`config.mk`:
```
export PLATFORM = sky130hd
export DESIGN_NAME = stage_mo
export DESIGN_NICKNAME = d
export VERILOG_FILES = /design/src/rtl/stage_mo_pkg.sv /design/src/rtl/stage_mo_latch4mowb.sv /design/src/rtl/stage_mo.sv
export SDC_FILE = /design/constraint.sdc
export NUM_CORES = 1
export LEC_CHECK = 0
export BUFFER_PORTS_ARGS = -buffer_cell sky130_fd_sc_hd__buf_2
export CAP_MARGIN = 20
export CORE_UTILIZATION = 50
export DETAILED_ROUTE_END_ITERATION = 16
export PLACE_DENSITY = 0.9
export SETUP_SLACK_MARGIN = 0.4
export SLEW_MARGIN = 20
export SYNTH_ARGS = -nofsm -noshare
export SYNTH_HDL_FRONTEND = slang
export SYNTH_SLANG_ARGS = --single-unit
```
`constraint.sdc`:
```
create_clock -name clk -period 2 [get_ports clk]
set_input_delay 0.3 -clock clk [delete_from_list [all_inputs] [get_ports clk]]
set_output_delay 0.3 -clock clk [all_outputs]
set_load 0.01 [all_outputs]
```
`src/rtl/stage_mo_pkg.sv`:
```
`default_nettype none
// ============================================================================
// Module      : stage_mo_pkg
// Description : Shared constants, state encodings and the MO/WB bundle type
//               for the Memory Operation stage.
// Revision    : 1.0 - initial release
// ============================================================================
package stage_mo_pkg;

  // Base instruction set; memory opcodes only decode within it.
  localparam logic [3:0]  ISET_BASE     = 4'h0;

  // Opcode field lives in instr[11:8].
  localparam logic [3:0]  OP_LD         = 4'hA;
  localparam logic [3:0]  OP_ST         = 4'hB;

  // Stage FSM encodings.
  localparam logic [1:0]  S_IDLE        = 2'd0;
  localparam logic [1:0]  S_BUSY        = 2'd1;
  localparam logic [1:0]  S_DONE        = 2'd2;

  // Data returned for an access abandoned by the timeout.
  localparam logic [11:0] TIMEOUT_RDATA = 12'hFFF;

  // Contents of the MO/WB boundary register.
  typedef struct packed {
    logic [11:0] instr;
    logic [3:0]  iset;
    logic [11:0] pc;
    logic [11:0] result;
  } mowb_t;

  // True for a load or store of the base instruction set.
  function automatic logic is_mem_op(input logic [11:0] instr,
                                     input logic [3:0]  iset);
    return (iset == ISET_BASE) &&
           ((instr[11:8] == OP_LD) || (instr[11:8] == OP_ST));
  endfunction

  // Empty slot written into MO/WB while an access is in flight (also the reset value).
  function automatic mowb_t mowb_bubble();
    mowb_t b;
    b.instr  = 12'h000;
    b.iset   = ISET_BASE;
    b.pc     = 12'h000;
    b.result = 12'h000;
    return b;
  endfunction

endpackage
`default_nettype wire

```
`src/rtl/stage_mo_latch4mowb.sv`:
```
`default_nettype none
// ============================================================================
// Module      : stage_mo_latch4mowb
// Description : MO/WB boundary register. Loads on en, clears to a bubble on
//               synchronous active-low reset.
// Revision    : 1.0 - initial release
// ============================================================================
module stage_mo_latch4mowb
  import stage_mo_pkg::*;
(
  input  logic  clk,
  input  logic  rst,
  input  logic  en_i,
  input  mowb_t d_i,
  output mowb_t q_o
);

  mowb_t r_q;

  // Boundary register: bubble on reset, load when downstream advances.
  always_ff @(posedge clk) begin
    if (!rst) begin
      r_q <= mowb_bubble();
    end else if (en_i) begin
      r_q <= d_i;
    end
  end

  assign q_o = r_q;

endmodule
`default_nettype wire

```
`src/rtl/stage_mo.sv`:
```
`default_nettype none
// ============================================================================
// Module      : stage_mo
// Description : Memory Operation stage. Runs loads/stores over a req/ack
//               data-memory port, stalls upstream while an access is open,
//               and registers instruction + result into MO/WB.
//               Optional macro MO_TIMEOUT_EN: abort an unacknowledged access
//               after TIMEOUT_CYCLES busy cycles, returning 12'hFFF and
//               pulsing fault_out on the commit edge.
// Revision    : 1.0 - initial release
// ============================================================================
module stage_mo
  import stage_mo_pkg::*;
#(
  parameter int TIMEOUT_CYCLES = 15
)(
  input  logic        clk,
  input  logic        rst,
  input  logic        enable,
  input  logic [11:0] instr_in,
  input  logic [3:0]  instr_set_in,
  input  logic [11:0] pc_in,
  input  logic [11:0] ea_in,
  input  logic [11:0] sdata_in,
  output logic        mem_req,
  output logic        mem_we,
  output logic [11:0] mem_addr,
  output logic [11:0] mem_wdata,
  input  logic [11:0] mem_rdata,
  input  logic        mem_ack,
  output logic        stall_out,
  output logic [11:0] instr_out,
  output logic [3:0]  instr_set_out,
  output logic [11:0] pc_out,
  output logic [11:0] result_out,
  output logic        fault_out
);

  if ((TIMEOUT_CYCLES < 1) || (TIMEOUT_CYCLES > 255)) begin : g_timeout_range
    $error("stage_mo: TIMEOUT_CYCLES must be within 1..255");
  end

  logic [1:0]  state_q,   state_d;
  logic        req_q,     req_d;
  logic        we_q,      we_d;
  logic [11:0] addr_q,    addr_d;
  logic [11:0] wdata_q,   wdata_d;
  logic [11:0] buf_q,     buf_d;      // result held in DONE
  logic        buf_to_q,  buf_to_d;   // held result came from an abort
  logic        fault_q,   fault_d;

  logic        w_is_mem;
  logic        w_is_ld;
  logic        w_abort;
  logic        w_finish;
  logic [11:0] w_acc_val;
  logic        w_stall;
  mowb_t       w_lat_d;
  mowb_t       w_lat_q;

  assign w_is_mem = is_mem_op(instr_in, instr_set_in);
  assign w_is_ld  = (instr_in[11:8] == OP_LD);

`ifdef MO_TIMEOUT_EN
  localparam logic [7:0] c_TO_LAST = 8'(TIMEOUT_CYCLES - 1);

  logic [7:0] cnt_q;

  // Abort fires on the busy cycle in which the count would reach the limit.
  assign w_abort = (state_q == S_BUSY) && !mem_ack && (cnt_q == c_TO_LAST);

  // Busy-cycle counter: held at zero outside BUSY so it starts clean on entry.
  always_ff @(posedge clk) begin
    if (!rst) begin
      cnt_q <= 8'd0;
    end else if (state_q != S_BUSY) begin
      cnt_q <= 8'd0;
    end else if (!mem_ack && !w_abort) begin
      cnt_q <= cnt_q + 8'd1;
    end
  end
`else
  assign w_abort = 1'b0;
`endif

  // An access completes on ack, or on abort when the timeout is built in.
  assign w_finish  = mem_ack || w_abort;
  assign w_acc_val = w_abort ? TIMEOUT_RDATA : (w_is_ld ? mem_rdata : 12'h000);

  // Next-state, stall and MO/WB data selection.
  always_comb begin
    state_d  = state_q;
    req_d    = req_q;
    we_d     = we_q;
    addr_d   = addr_q;
    wdata_d  = wdata_q;
    buf_d    = buf_q;
    buf_to_d = buf_to_q;
    fault_d  = 1'b0;
    w_stall  = 1'b0;
    w_lat_d  = mowb_bubble();

    case (state_q)
      S_IDLE: begin
        w_stall = w_is_mem;
        if (enable) begin
          if (w_is_mem) begin
            // Capture only; the request goes out from the register next cycle.
            req_d   = 1'b1;
            we_d    = (instr_in[11:8] == OP_ST);
            addr_d  = ea_in;
            wdata_d = sdata_in;
            state_d = S_BUSY;
          end else begin
            w_lat_d = '{instr: instr_in, iset: instr_set_in,
                        pc: pc_in, result: ea_in};
          end
        end
      end

      S_BUSY: begin
        if (w_finish) begin
          req_d = 1'b0;
          if (enable) begin
            // Release upstream on this very edge together with the commit.
            w_lat_d = '{instr: instr_in, iset: instr_set_in,
                        pc: pc_in, result: w_acc_val};
            fault_d = w_abort;
            state_d = S_IDLE;
          end else begin
            buf_d    = w_acc_val;
            buf_to_d = w_abort;
            w_stall  = 1'b1;
            state_d  = S_DONE;
          end
        end else begin
          w_stall = 1'b1;
        end
      end

      S_DONE: begin
        w_stall = !enable;
        if (enable) begin
          w_lat_d = '{instr: instr_in, iset: instr_set_in,
                      pc: pc_in, result: buf_q};
          fault_d = buf_to_q;
          state_d = S_IDLE;
        end
      end

      default: begin
        state_d = S_IDLE;
      end
    endcase
  end

  // Stage state and memory-port registers.
  always_ff @(posedge clk) begin
    if (!rst) begin
      state_q  <= S_IDLE;
      req_q    <= 1'b0;
      we_q     <= 1'b0;
      addr_q   <= 12'h000;
      wdata_q  <= 12'h000;
      buf_q    <= 12'h000;
      buf_to_q <= 1'b0;
      fault_q  <= 1'b0;
    end else begin
      state_q  <= state_d;
      req_q    <= req_d;
      we_q     <= we_d;
      addr_q   <= addr_d;
      wdata_q  <= wdata_d;
      buf_q    <= buf_d;
      buf_to_q <= buf_to_d;
      fault_q  <= fault_d;
    end
  end

  stage_mo_latch4mowb u_latch4mowb (
    .clk  (clk),
    .rst  (rst),
    .en_i (enable),
    .d_i  (w_lat_d),
    .q_o  (w_lat_q)
  );

  assign mem_req       = req_q;
  assign mem_we        = we_q;
  assign mem_addr      = addr_q;
  assign mem_wdata     = wdata_q;
  assign stall_out     = w_stall;
  assign instr_out     = w_lat_q.instr;
  assign instr_set_out = w_lat_q.iset;
  assign pc_out        = w_lat_q.pc;
  assign result_out    = w_lat_q.result;
  assign fault_out     = fault_q;

endmodule
`default_nettype wire

```
Word-level counts from Yosys, hierarchy flattened
Index checks and enable logic that the tools add are counted.

Logic and storage cells: 51. Output and inout bits: 68. Flip-flop bits (word level): 82.

Bitwise operators: 1. Equality and inequality tests: 8. Reductions and logical operators: 12. Multiplexer cells: 18.

Operator list (number): case mux 40 bit (3 select lines) (1); 2-to-1 mux 40 bit (2); 2-to-1 mux 12 bit (1); 2-to-1 mux 2 bit (5); equality test 4 bit (second input constant) (2); inequality test 2 bit (second input constant) (4); AND reduction 4 bit (2); 2-to-1 mux 1 bit (6); case mux 2 bit (3 select lines) (1); AND reduction 3 bit (2); zero test 4 bit (1); AND reduction 2 bit (2); case mux 1 bit (3 select lines) (1); equality test 2 x 1 -> 1 bit (second input constant) (1); equality test 2 bit (second input constant) (1); zero test 2 bit (1); case mux 1 bit (2 select lines) (1); nonzero test 2 bit (1); logical AND 1 bit (1); zero test 1 bit (1); logical OR 1 bit (1); NOT 1 bit (1).

Depth between registers and ports, before layout
Gate-level depths: netlist of run 1.

Word-level depth: 6. Depth in mapped cells: 6. Gate-level depth less buffers: 3.

Cells and area by module
From an unflattened synthesis of run 1, not the netlist that was laid out.

Cell total of the unflattened synthesis: 460. Area total of the unflattened synthesis: 4129.0 um^2.

By module, submodules not included: stage_mo (cells an instance 331, area each 2571.2 um^2, times used 1); stage_mo_latch4mowb (cells an instance 129, area each 1557.7 um^2, times used 1).

Least setup slack after synthesis of run 1
Ideal clock, no wire load.

Path kind: input -> output. Start point: input enable. End point: output stall_out. Cell stages on the path: 5. Arrival time: 1.126 ns. Required time: 1.700 ns. Path slack: 0.574 ns. Cell sequence: buf_2 -> buf_2 -> a21oi_1 -> nor2_1 -> a221oi_1.

Word-level cells in the longest chain between the ends: 3. Elaborated cells between the ends (all ways): 4. Classes of those cells: mux: 3; reduce/logical: 1.

RTL lines: start, declared (line stage_mo.sv:19) `input logic enable,`; 2-to-1 mux 1 bit (line stage_mo.sv:124) `if (enable) begin`; 2-to-1 mux 1 bit (line stage_mo.sv:122) `if (w_finish) begin`; case mux 1 bit (3 select lines) (*) (line stage_mo.sv:103) `case (state_q)`; end, declared (line stage_mo.sv:31) `output logic stall_out,`.

Mark *: on every way between the ends. The rest lies on a longest branch, timed or not.

Worst setup path after layout of run 1
Start point: register state_q[1]. End point: output stall_out.

Word-level cells in the longest chain between the ends: 2. Elaborated cells between the ends (all ways): 4. Classes of those cells: eq/ne: 2; mux: 1; reduce/logical: 1.

RTL lines: start, declared (line stage_mo.sv:43) `logic [1:0] state_q, state_d;`; start signal, assigned (line stage_mo.sv:169) `state_q <= state_d;`; equality test 2 bit, or another cell as far along (line stage_mo.sv:103); case mux 1 bit (3 select lines) (*) (line stage_mo.sv:103).

Marked as above.

==> results of run 1 <==
==> final timing paths <==
path | start | to | cells past startpoint | slack [ps]
setup reg to reg | state_q[0] | buf_q[8] | 4 | 480
hold / removal | sdata_in[6] | mem_wdata[6] | 3 | 170
hold reg to reg | buf_to_q | buf_to_q | 1 | 450
setup / recovery | state_q[1] | stall_out | 3 | 430
==> what timing repair did <==
action / in CTS / in global routing
setup endpoints to repair: 1 / 2
gates cloned: 0 / 0
pin swaps: 0 / 1
gates resized for setup: 6 / 2
buffers inserted: 3 / 2
==> metal layers <==
layer	track usage	routed length, um	part of all wire	vias up
li1	-	-	-	1640
met1	0.317	3850	0.40	1631
met2	0.449	4860	0.50	149
met3	0.0493	676	0.070	30
met4	0.112	297	0.031	0
met5	0	0	0	-
==> layout by cell type, fill, tap and decap left out, types with 2 or more instances in the layout <==
cell type	synthesis	final
buf_2	10	135
nand2_1	97	97
dfxtp_1	82	80
mux2i_1	25	25
o31ai_2	20	20
buf_4	3	18
nor2b_1	17	16
o211ai_1	16	16
a21oi_1	14	14
nand3_1	13	13
a22o_1	12	12
o21ai_0	12	12
a31oi_1	12	12
clkbuf_8	0	9
a21boi_0	6	6
nand2b_1	5	5
o31ai_1	3	3
inv_6	0	3
clkinvlp_4	0	3
nor2_1	2	2
and3_1	2	2
nand3b_1	2	2
dfxtp_4	0	2
==> critical path, cell delays in order (launching register included) <==
cell and delay, ps:
dfxtp_4 400, nor2_1 100, a221oi_2 250, buf_2 170
==> final cells by class <==
cell class,instances,area share
tap,96,0.0266
timing repair buffer,153,0.179
multi-input combinational,272,0.387
clock buffer,9,0.0274
inverter,1,0.00138
sequential,82,0.365
clock inverter,7,0.0133
==> cells in the mapped netlist <==
| library cell | count |
|---|---|
| and3b_1 | 1 |
| inv_1 | 1 |
| a221oi_1 | 1 |
| a21oi_1 | 14 |
| dfxtp_1 | 82 |
| o31ai_1 | 3 |
| o211a_1 | 1 |
| nand3b_1 | 2 |
| or4_4 | 1 |
| mux2i_1 | 25 |
| a41oi_1 | 1 |
| a22o_1 | 12 |
| and4bb_1 | 1 |
| nor3b_1 | 1 |
| a21boi_1 | 1 |
| o211ai_2 | 1 |
| nand2b_1 | 5 |
| nor2b_1 | 17 |
| o31ai_2 | 20 |
| nand2_1 | 97 |
| buf_4 | 3 |
| nor2_1 | 2 |
| and3_1 | 2 |
| o211ai_1 | 16 |
| buf_2 | 10 |
| nor4_4 | 1 |
| clkbuf_1 | 16 |
| a21boi_0 | 6 |
| a31oi_1 | 12 |
| and4_1 | 1 |
| buf_12 | 2 |
| nand3_1 | 13 |
| o21ai_1 | 1 |
| o21ai_0 | 12 |
| o21a_1 | 1 |
| buf_6 | 4 |
| buf_1 | 1 |
| nand4_1 | 1 |
==> cells by family (layout without fill, tap and decap cells) <==
group / count (synthesis) / in the layout / synth area share
compound gates: 102 / 102 / 0.224
buf+inv: 37 / 170 / 0.0625
flops: 82 / 82 / 0.456
mux: 25 / 25 / 0.0694
simple gates: 145 / 145 / 0.188
==> power groups by stage <==
stage	registers [mW]	logic (mW)	clock network, mW
finish	1.70	0.363	1.12
floorplan	1.76	0.168	0
CTS	1.70	0.358	1.15
detailed placement	1.74	0.356	0
global placement	1.74	0.344	0
global route	1.70	0.393	1.20
==> flip-flops by register name, indices dropped and copies added (netlist names) <==
name and flops:
mem_req 1, fault_out 1, state_q 2, mem_we 1, buf_to_q 1, mem_addr 12
buf_q 12, u_latch4mowb.q_o 40, mem_wdata 12
==> through the flow <==
stage | instances | worst slack, ps | utilization | power [mW]
6_report | 620 | 433 | 0.658 | 3.18
5_1_grt | 620 | 367 | 0.658 | 3.29
4_1_cts | 618 | 405 | 0.654 | 3.20
3_5_place_dp | 599 | 422 | 0.623 | 2.09
3_3_place_gp | 599 | 436 | 0.623 | 2.08
2_1_floorplan | 391 | 574 | - | 1.93
==> qor.yml, run 1 <==
routed-via-count: 3450
switching_share: 0.277
drv_cap: 0
gr-usage-all-layers: 0.260
hold_viol: 0
whs_ps: 172
grt_pass1_wl_um: 15100
tightest_slew_ps: 560
drive_above_1_share: 0.378
cp.arrival_ps: 1270
clock_skew_ps: 11.8
rsz0062_at_grt: "false"
n_antenna_cell: 0
fin_crit_ps: 1570
antenna_left: 0
grt_max_degree: 51
critical_path_class: "flip-flop to primary output"
synth_top_area_frac: 0.456
cts_tree: "built"
cts.clk_slew.worst_paths_ps: 100
setup_tns_ps: 0
viasPerCell: 5.56
internal_power_mw: 2.30
synth_cell_types: 38
powerDensity_nw_per_um2: 704
portBuffers: 135
yosys_warnings: 0
fin_crit_sh: 0.784
drt-initial-drc-count: 265
drc: 0
antenna_found_initial: 0
synth_area_leaders: "dfxtp_1, nand2_1, mux2i_1"
p_leak_nw: 2.17
multiInputGateArea_um2: 1750
p_seq_frac: 0.533
critPathMaxFanout: 8
cts_buffers: 9
setup_violations: 0
combPwrFrac: 0.114
worstSkewPairLatency_ps: 360
die_h_um: 86.9
cp.required_ps: 1700
die_w_um: 86.9
hold_path_class: "primary input to flip-flop"
wl_per_cell_um: 15.6
start_kind: "flip-flop"
fillers: 572
rows: 30
gp_congestion: 0.870
cts.sinks: 82
drv_slew: 0
ioPinCount: 136
dpl_cell_area_um2: 4280
core-area_um2: 6870
hpwl_um: 6760
area_growth_pct: 25.4
overflow: 0
p_clk_frac: 0.353
synthCells: 391
start_util: 0.525
status: "finished, final reports clean"
root_buffer: "clkbuf_8"
cp-end-kind: "primary output"
h-tree-depth: 3
syn_nets: 459
fin_area_um2: 4520
cts_hold_buf: 0
ff_latch_area_um2: 1650
synth-seq-cells: 82
grt_pass1_vias: 3225
cts_max_path_buffers: 2
final_nets: 587
peakVddDrop_mv: 0.532
ys_seq_area_frac: 0.456
drt_wl_total_um: 9690
synth.largest_area_cell: "dfxtp_1"
first_pass_iters: 5
die_area_um2: 7550
syn_area_um2: 3600
max_slew_margin: 0.625
power.switching_mw: 0.883
postSynthAreaPerCell_um2: 9.22
fmax_mhz: 638
Note: power is estimated with default switching activity, not from simulation.
==> run 2, diff against run 1 <==
CORE_UTILIZATION = 49   (was 50)
PLACE_DENSITY = 0.89   (was 0.9)
clock period = 1.5 ns   (was 2 ns; I/O delays follow)
==> run 2 against run 1 <==
  * Sequential share of layout area decreased by 3.8 points
  * Clock power increased by 70%
  * Sequential power increased by 34%
  * Critical path depth increased by 1
  * Clock skew increased by 2.8 ps
  * Die area increased by 2.0%
==> qor.yml, run 2 (same netlist as run 1, synthesis figures left out) <==
status: "finished, final reports clean"
critical_path_class: "flip-flop to primary output"
grt_util_met2: 0.414  # -0.0344
cp-end-kind: "primary output"
final_nets: 602  # +2.6%
hpwl_um: 6630  # -1.9%
drt_wl_total_um: 11700  # +21%
cts_hold_buf: 0  # unchanged
internal_power_mw: 3.54  # +54%
cts.clk_slew.worst_paths_ps: 90  # about the same
worstSkewPairLatency_ps: 360  # about the same
grt_pass1_vias: 3177  # -1.5%
largest_reg_flops: 40  # unchanged
drt-initial-drc-count: 253  # -4.5%
die_w_um: 87.8  # +0.99%
gp_congestion: 0.876  # +0.64%
met1_usage: 0.322  # +0.00559
die_h_um: 87.8  # +0.99%
n_antenna_cell: 0  # unchanged
dpl.cell_count: 604  # +0.83%
fin_crit_ps: 1450
viasPerCell: 5.86  # +5.4%
critPathMaxFanout: 5  # -3
cp.required_ps: 1270  # -430 ps
root_buffer: "clkbuf_8"
area_growth_pct: 42.0
h-tree-depth: 3  # unchanged
met3_usage: 0.0622  # +0.0129
fmax_mhz: 688
post-place-ws_ps: 28.6  # -394 ps
powerDensity_nw_per_um2: 930  # +32%
switching_share: 0.256  # -0.0210
portBuffers: 135  # unchanged
peakVddDrop_mv: 0.472  # -11%
max_slew_margin: 0.766  # +0.141
gr-usage-all-layers: 0.255  # -0.00476
fillers: 455  # -20%
rows: 30  # unchanged
routed-via-count: 3723  # +7.9%
drc: 0  # unchanged
hold_path_class: "primary input to flip-flop"
core-area_um2: 6940  # +1.1%
layout_commonest_cell: "buf_2"
overflow: 0  # unchanged
busiest_layer: "met2"
power.switching_mw: 1.22  # +38%
cts_tree: "built"
cts_max_path_buffers: 2  # unchanged
first_pass_iters: 5  # unchanged
p_total_mw: 4.76  # +49%
setup_violations: 0  # unchanged
cpMaxStageDelayCell: "dfxtp_4"
wl_per_cell_um: 18.4  # +18%
fin_crit_sh: 0.968
cts.sinks: 82  # unchanged
antenna_found_initial: 0  # unchanged
hold_viol: 0  # unchanged
grt_max_degree: 30  # -41%
layoutNonFillerInstCount: 635  # +2.4%
cts_buffers: 9  # unchanged
grt_pass1_wl_um: 14900  # -1.6%
combPwrFrac: 0.124  # +0.010
path_cells: "a21oi_2 > nor2_1 > a221oi_2 > buf_2"
p_leak_nw: 2.37  # +9.3%
p_clk_frac: 0.399  # +0.046
ioPinCount: 136  # unchanged
die_area_um2: 7700  # +2.0%
tightest_slew_ps: 350  # -210 ps
clock_skew_ps: 14.6  # +2.76 ps
drv_cap: 0  # unchanged
cp.arrival_ps: 1230  # -40 ps
start_util: 0.519  # -0.00567
final_cell_mix: "buf_2, nand2_1, dfxtp_1"
post-route-worst-setup-slack_ps: 47.4  # -385 ps
start_kind: "flip-flop"
regToRegSetupSlack_ps: 70  # -410 ps
rsz0062_at_grt: "true"
drv_slew: 0  # unchanged
max_stage_delay_ps: 380  # -20 ps
drive_above_1_share: 0.453  # +0.0748
p_seq_frac: 0.477  # -0.056
antenna_left: 0  # unchanged
[run 2: per-stage QoR]
stage	TNS (ps)	hold slack (ps)	cell area [um2]	util
5_1_grt	-8.53	84.1	5120	0.737
2_1_floorplan	0	364	3660	-
4_1_cts	0	85.6	4770	0.687
6_report	0	88.9	5120	0.737
3_3_place_gp	0	429	4390	0.633
3_5_place_dp	0	436	4390	0.633
[run 2: power groups by stage]
stage	Combinational [mW]	Clock, mW	Sequential (mW)
after floorplan	0.230	0	2.34
after global placement	0.474	0	2.31
after detailed placement	0.491	0	2.32
after CTS	0.520	1.90	2.26
after global routing	0.625	2.01	2.28
final	0.589	1.90	2.27
[run 2: critical path, delay by kind of cell, from the launching register on]
kind                   cells  cell delay, ps
buffers and inverters      1             170
flip-flops                 1             380
AND/OR/NAND/NOR            1              50
AO/OA/AOI/OAI              2             250
[run 2: worst paths after layout]
check	from	endpoint	cells past startpoint
max	state_q[1]	stall_out	4
min	sdata_in[4]	mem_wdata[4]	3
max reg2reg	state_q[1]	u_latch4mowb.q_o[3]	5
min reg2reg	mem_wdata[4]	mem_wdata[4]	2
[run 2: layout make-up]
| class | count | area [um2] | share of cell area |
|---|---|---|---|
| Multi-Input combinational cell | 273 | 1990 | 0.389 |
| Sequential cell | 82 | 1670 | 0.327 |
| Clock buffer | 11 | 151 | 0.0296 |
| Tap cell | 96 | 120 | 0.0235 |
| Clock inverter | 5 | 83.8 | 0.0164 |
| Timing Repair Buffer | 167 | 1090 | 0.213 |
| Inverter | 1 | 8.76 | 0.00171 |
[run 2: repair_timing]
action | 4_1_cts | 5_1_grt
setup endpoints to repair | 77 | 99
pin swaps | 10 | 2
gates resized for setup | 18 | 61
cloned | 4 | 5
buffers inserted | 4 | 2
[run 2: metal layers]
layer  part of all wire  wire, um
met3              0.077       904
met4              0.035       410
met1               0.38      4440
met5                  0         0
met2               0.51      5930
==> run 3, diff against run 2 <==
CORE_ASPECT_RATIO = 0.6   (was not set)
==> run 3 against run 2 <==
  * Routed wire length decreased by 2.0%
  * Cell count decreased by 1.9%
  * Largest power group unchanged
  * Critical path type unchanged
  * Combinational power shrank 6.1%
  * Sequential power hardly changed
  * Via count decreased by 1.9%
  * Worst setup slack better by 2.5 ps
==> qor.yml, run 3 (same netlist as run 1, synthesis figures left out) <==
hpwl_um: 7090  # +6.9%
cts.clk_slew.worst_paths_ps: 70  # -20 ps
hold_viol: 0  # unchanged
grt_util_met2: 0.459  # +0.0447
antenna_left: 0  # unchanged
met1_usage: 0.350  # +0.0275
gp_congestion: 0.791  # -9.7%
cp.arrival_ps: 1230  # about the same
cts_tree: "built"
final_nets: 599  # -0.50%
p_leak_nw: 2.33  # -1.5%
cts.sinks: 82  # unchanged
grt_pass1_vias: 3308  # +4.1%
die_h_um: 68.4  # -22%
setup_tns_ps: 0  # unchanged
fin_crit_sh: 0.967  # -0.00169
fin_area_um2: 4950  # -3.3%
core-area_um2: 6880  # -0.95%
start_util: 0.524  # +0.00500
layout_commonest_cell: "buf_2"
hold_path_class: "primary input to flip-flop"
drv_slew: 0  # unchanged
grt_max_degree: 41  # +37%
peakVddDrop_mv: 0.699  # +48%
gr-usage-all-layers: 0.286  # +0.0309
routed-via-count: 3654  # -1.9%
drt_wl_total_um: 11500  # -2.0%
drt-initial-drc-count: 325  # +28%
rows: 23  # -23%
die_w_um: 113  # +28%
wl_per_cell_um: 18.4  # about the same
drive_above_1_share: 0.446  # -0.00679
h-tree-depth: 3  # unchanged
fillers: 510  # +12%
status: "finished, final reports clean"
largest_reg_flops: 40  # unchanged
final_cell_mix: "buf_2, nand2_1, dfxtp_1"
busiest_layer: "met2"
grt_pass1_wl_um: 16500  # +11%
cts_max_path_buffers: 2  # unchanged
max_slew_margin: 0.749  # -0.0178
root_buffer: "clkbuf_16"
tightest_slew_ps: 377  # +26.7 ps
regToRegSetupSlack_ps: 80  # about the same
fin_crit_ps: 1450  # -2.53 ps
drc: 0  # unchanged
critPathMaxFanout: 5  # unchanged
start_kind: "flip-flop"
ioPinCount: 136  # unchanged
die_area_um2: 7710  # +0.15%
p_total_mw: 4.99  # +5.0%
critical_path_class: "flip-flop to primary output"
cp-end-kind: "primary output"
viasPerCell: 5.87  # about the same
worstSkewPairLatency_ps: 350  # about the same
dpl_cell_area_um2: 4370  # -0.54%
fmax_mhz: 690  # +0.17%
overflow: 0  # unchanged
first_pass_iters: 5  # unchanged
setup_violations: 0  # unchanged
area_growth_pct: 37.3
drv_cap: 0  # unchanged
antenna_found_initial: 0  # unchanged
cts_buffers: 9  # unchanged
portBuffers: 135  # unchanged
clock_skew_ps: 11.8  # -2.81 ps
met3_usage: 0.104  # +0.0414
powerDensity_nw_per_um2: 1010  # +8.6%
cp.required_ps: 1270  # about the same
rsz0062_at_grt: "true"
n_antenna_cell: 0  # unchanged
run 3: changes by cell type in the layout (fill, tap and decap cells not counted), sizes merged:
cell      previous run  this run
inv                  3         1
bufinv               2         1
clkinvlp             0         1
clkinv               1         4
buf                163       164
clkbuf              15        10
run 3: routing by layer:
metal	part of all wire	up-vias
li1	-	1667
met1	0.42	1699
met2	0.44	240
met3	0.11	48
met4	0.032	0
met5	0	-
run 3: repair_timing:
item / 4_1_cts / 5_1_grt
hold buffers: 0 / 0
pin swaps: 22 / 17
gates cloned: 5 / 0
gates resized for setup: 39 / 29
buffers inserted: 3 / 4
setup endpoints to repair: 75 / 83
run 3: per-stage QoR:
stage	hold slack [ps]	utilization	setup slack, ps	cells
finish	125	0.719	49.9	623
detailed placement	446	0.635	28.5	595
global placement	431	0.635	88.4	595
global route	119	0.719	16.5	623
CTS	120	0.707	69.5	619
floorplan	364	-	246	391
run 3: final timing paths:
kind / startpoint / to / cells after the start
worst max register to register: state_q[1] / u_latch4mowb.q_o[16] / 6
worst max-delay path: state_q[0] / stall_out / 3
worst min-delay path: sdata_in[0] / mem_wdata[0] / 3
worst min register to register: u_latch4mowb.q_o[21] / u_latch4mowb.q_o[21] / 2
run 3: cell type report:
class | count | area (um2) | area share
flip-flops and latches | 82 | 1650 | 0.334
inverters | 1 | 8.76 | 0.00177
multi-input cells | 273 | 1900 | 0.384
clock inverters | 6 | 57.6 | 0.0116
clock buffers | 10 | 229 | 0.0463
well taps | 87 | 109 | 0.0220
repair buffers | 164 | 992 | 0.201
run 3: power breakdown:
group	leakage (nW)	internal [mW]	switching, mW
registers	0.670	2.24	0.0329
clock network	0.142	1.28	0.893
logic	1.52	0.242	0.310
total	2.33	3.76	1.24
run 3: critical path, cell delays in order (launching register included):
cell and delay, ps:
dfxtp_4 400, nor2_2 80, a221oi_2 230, buf_2 170
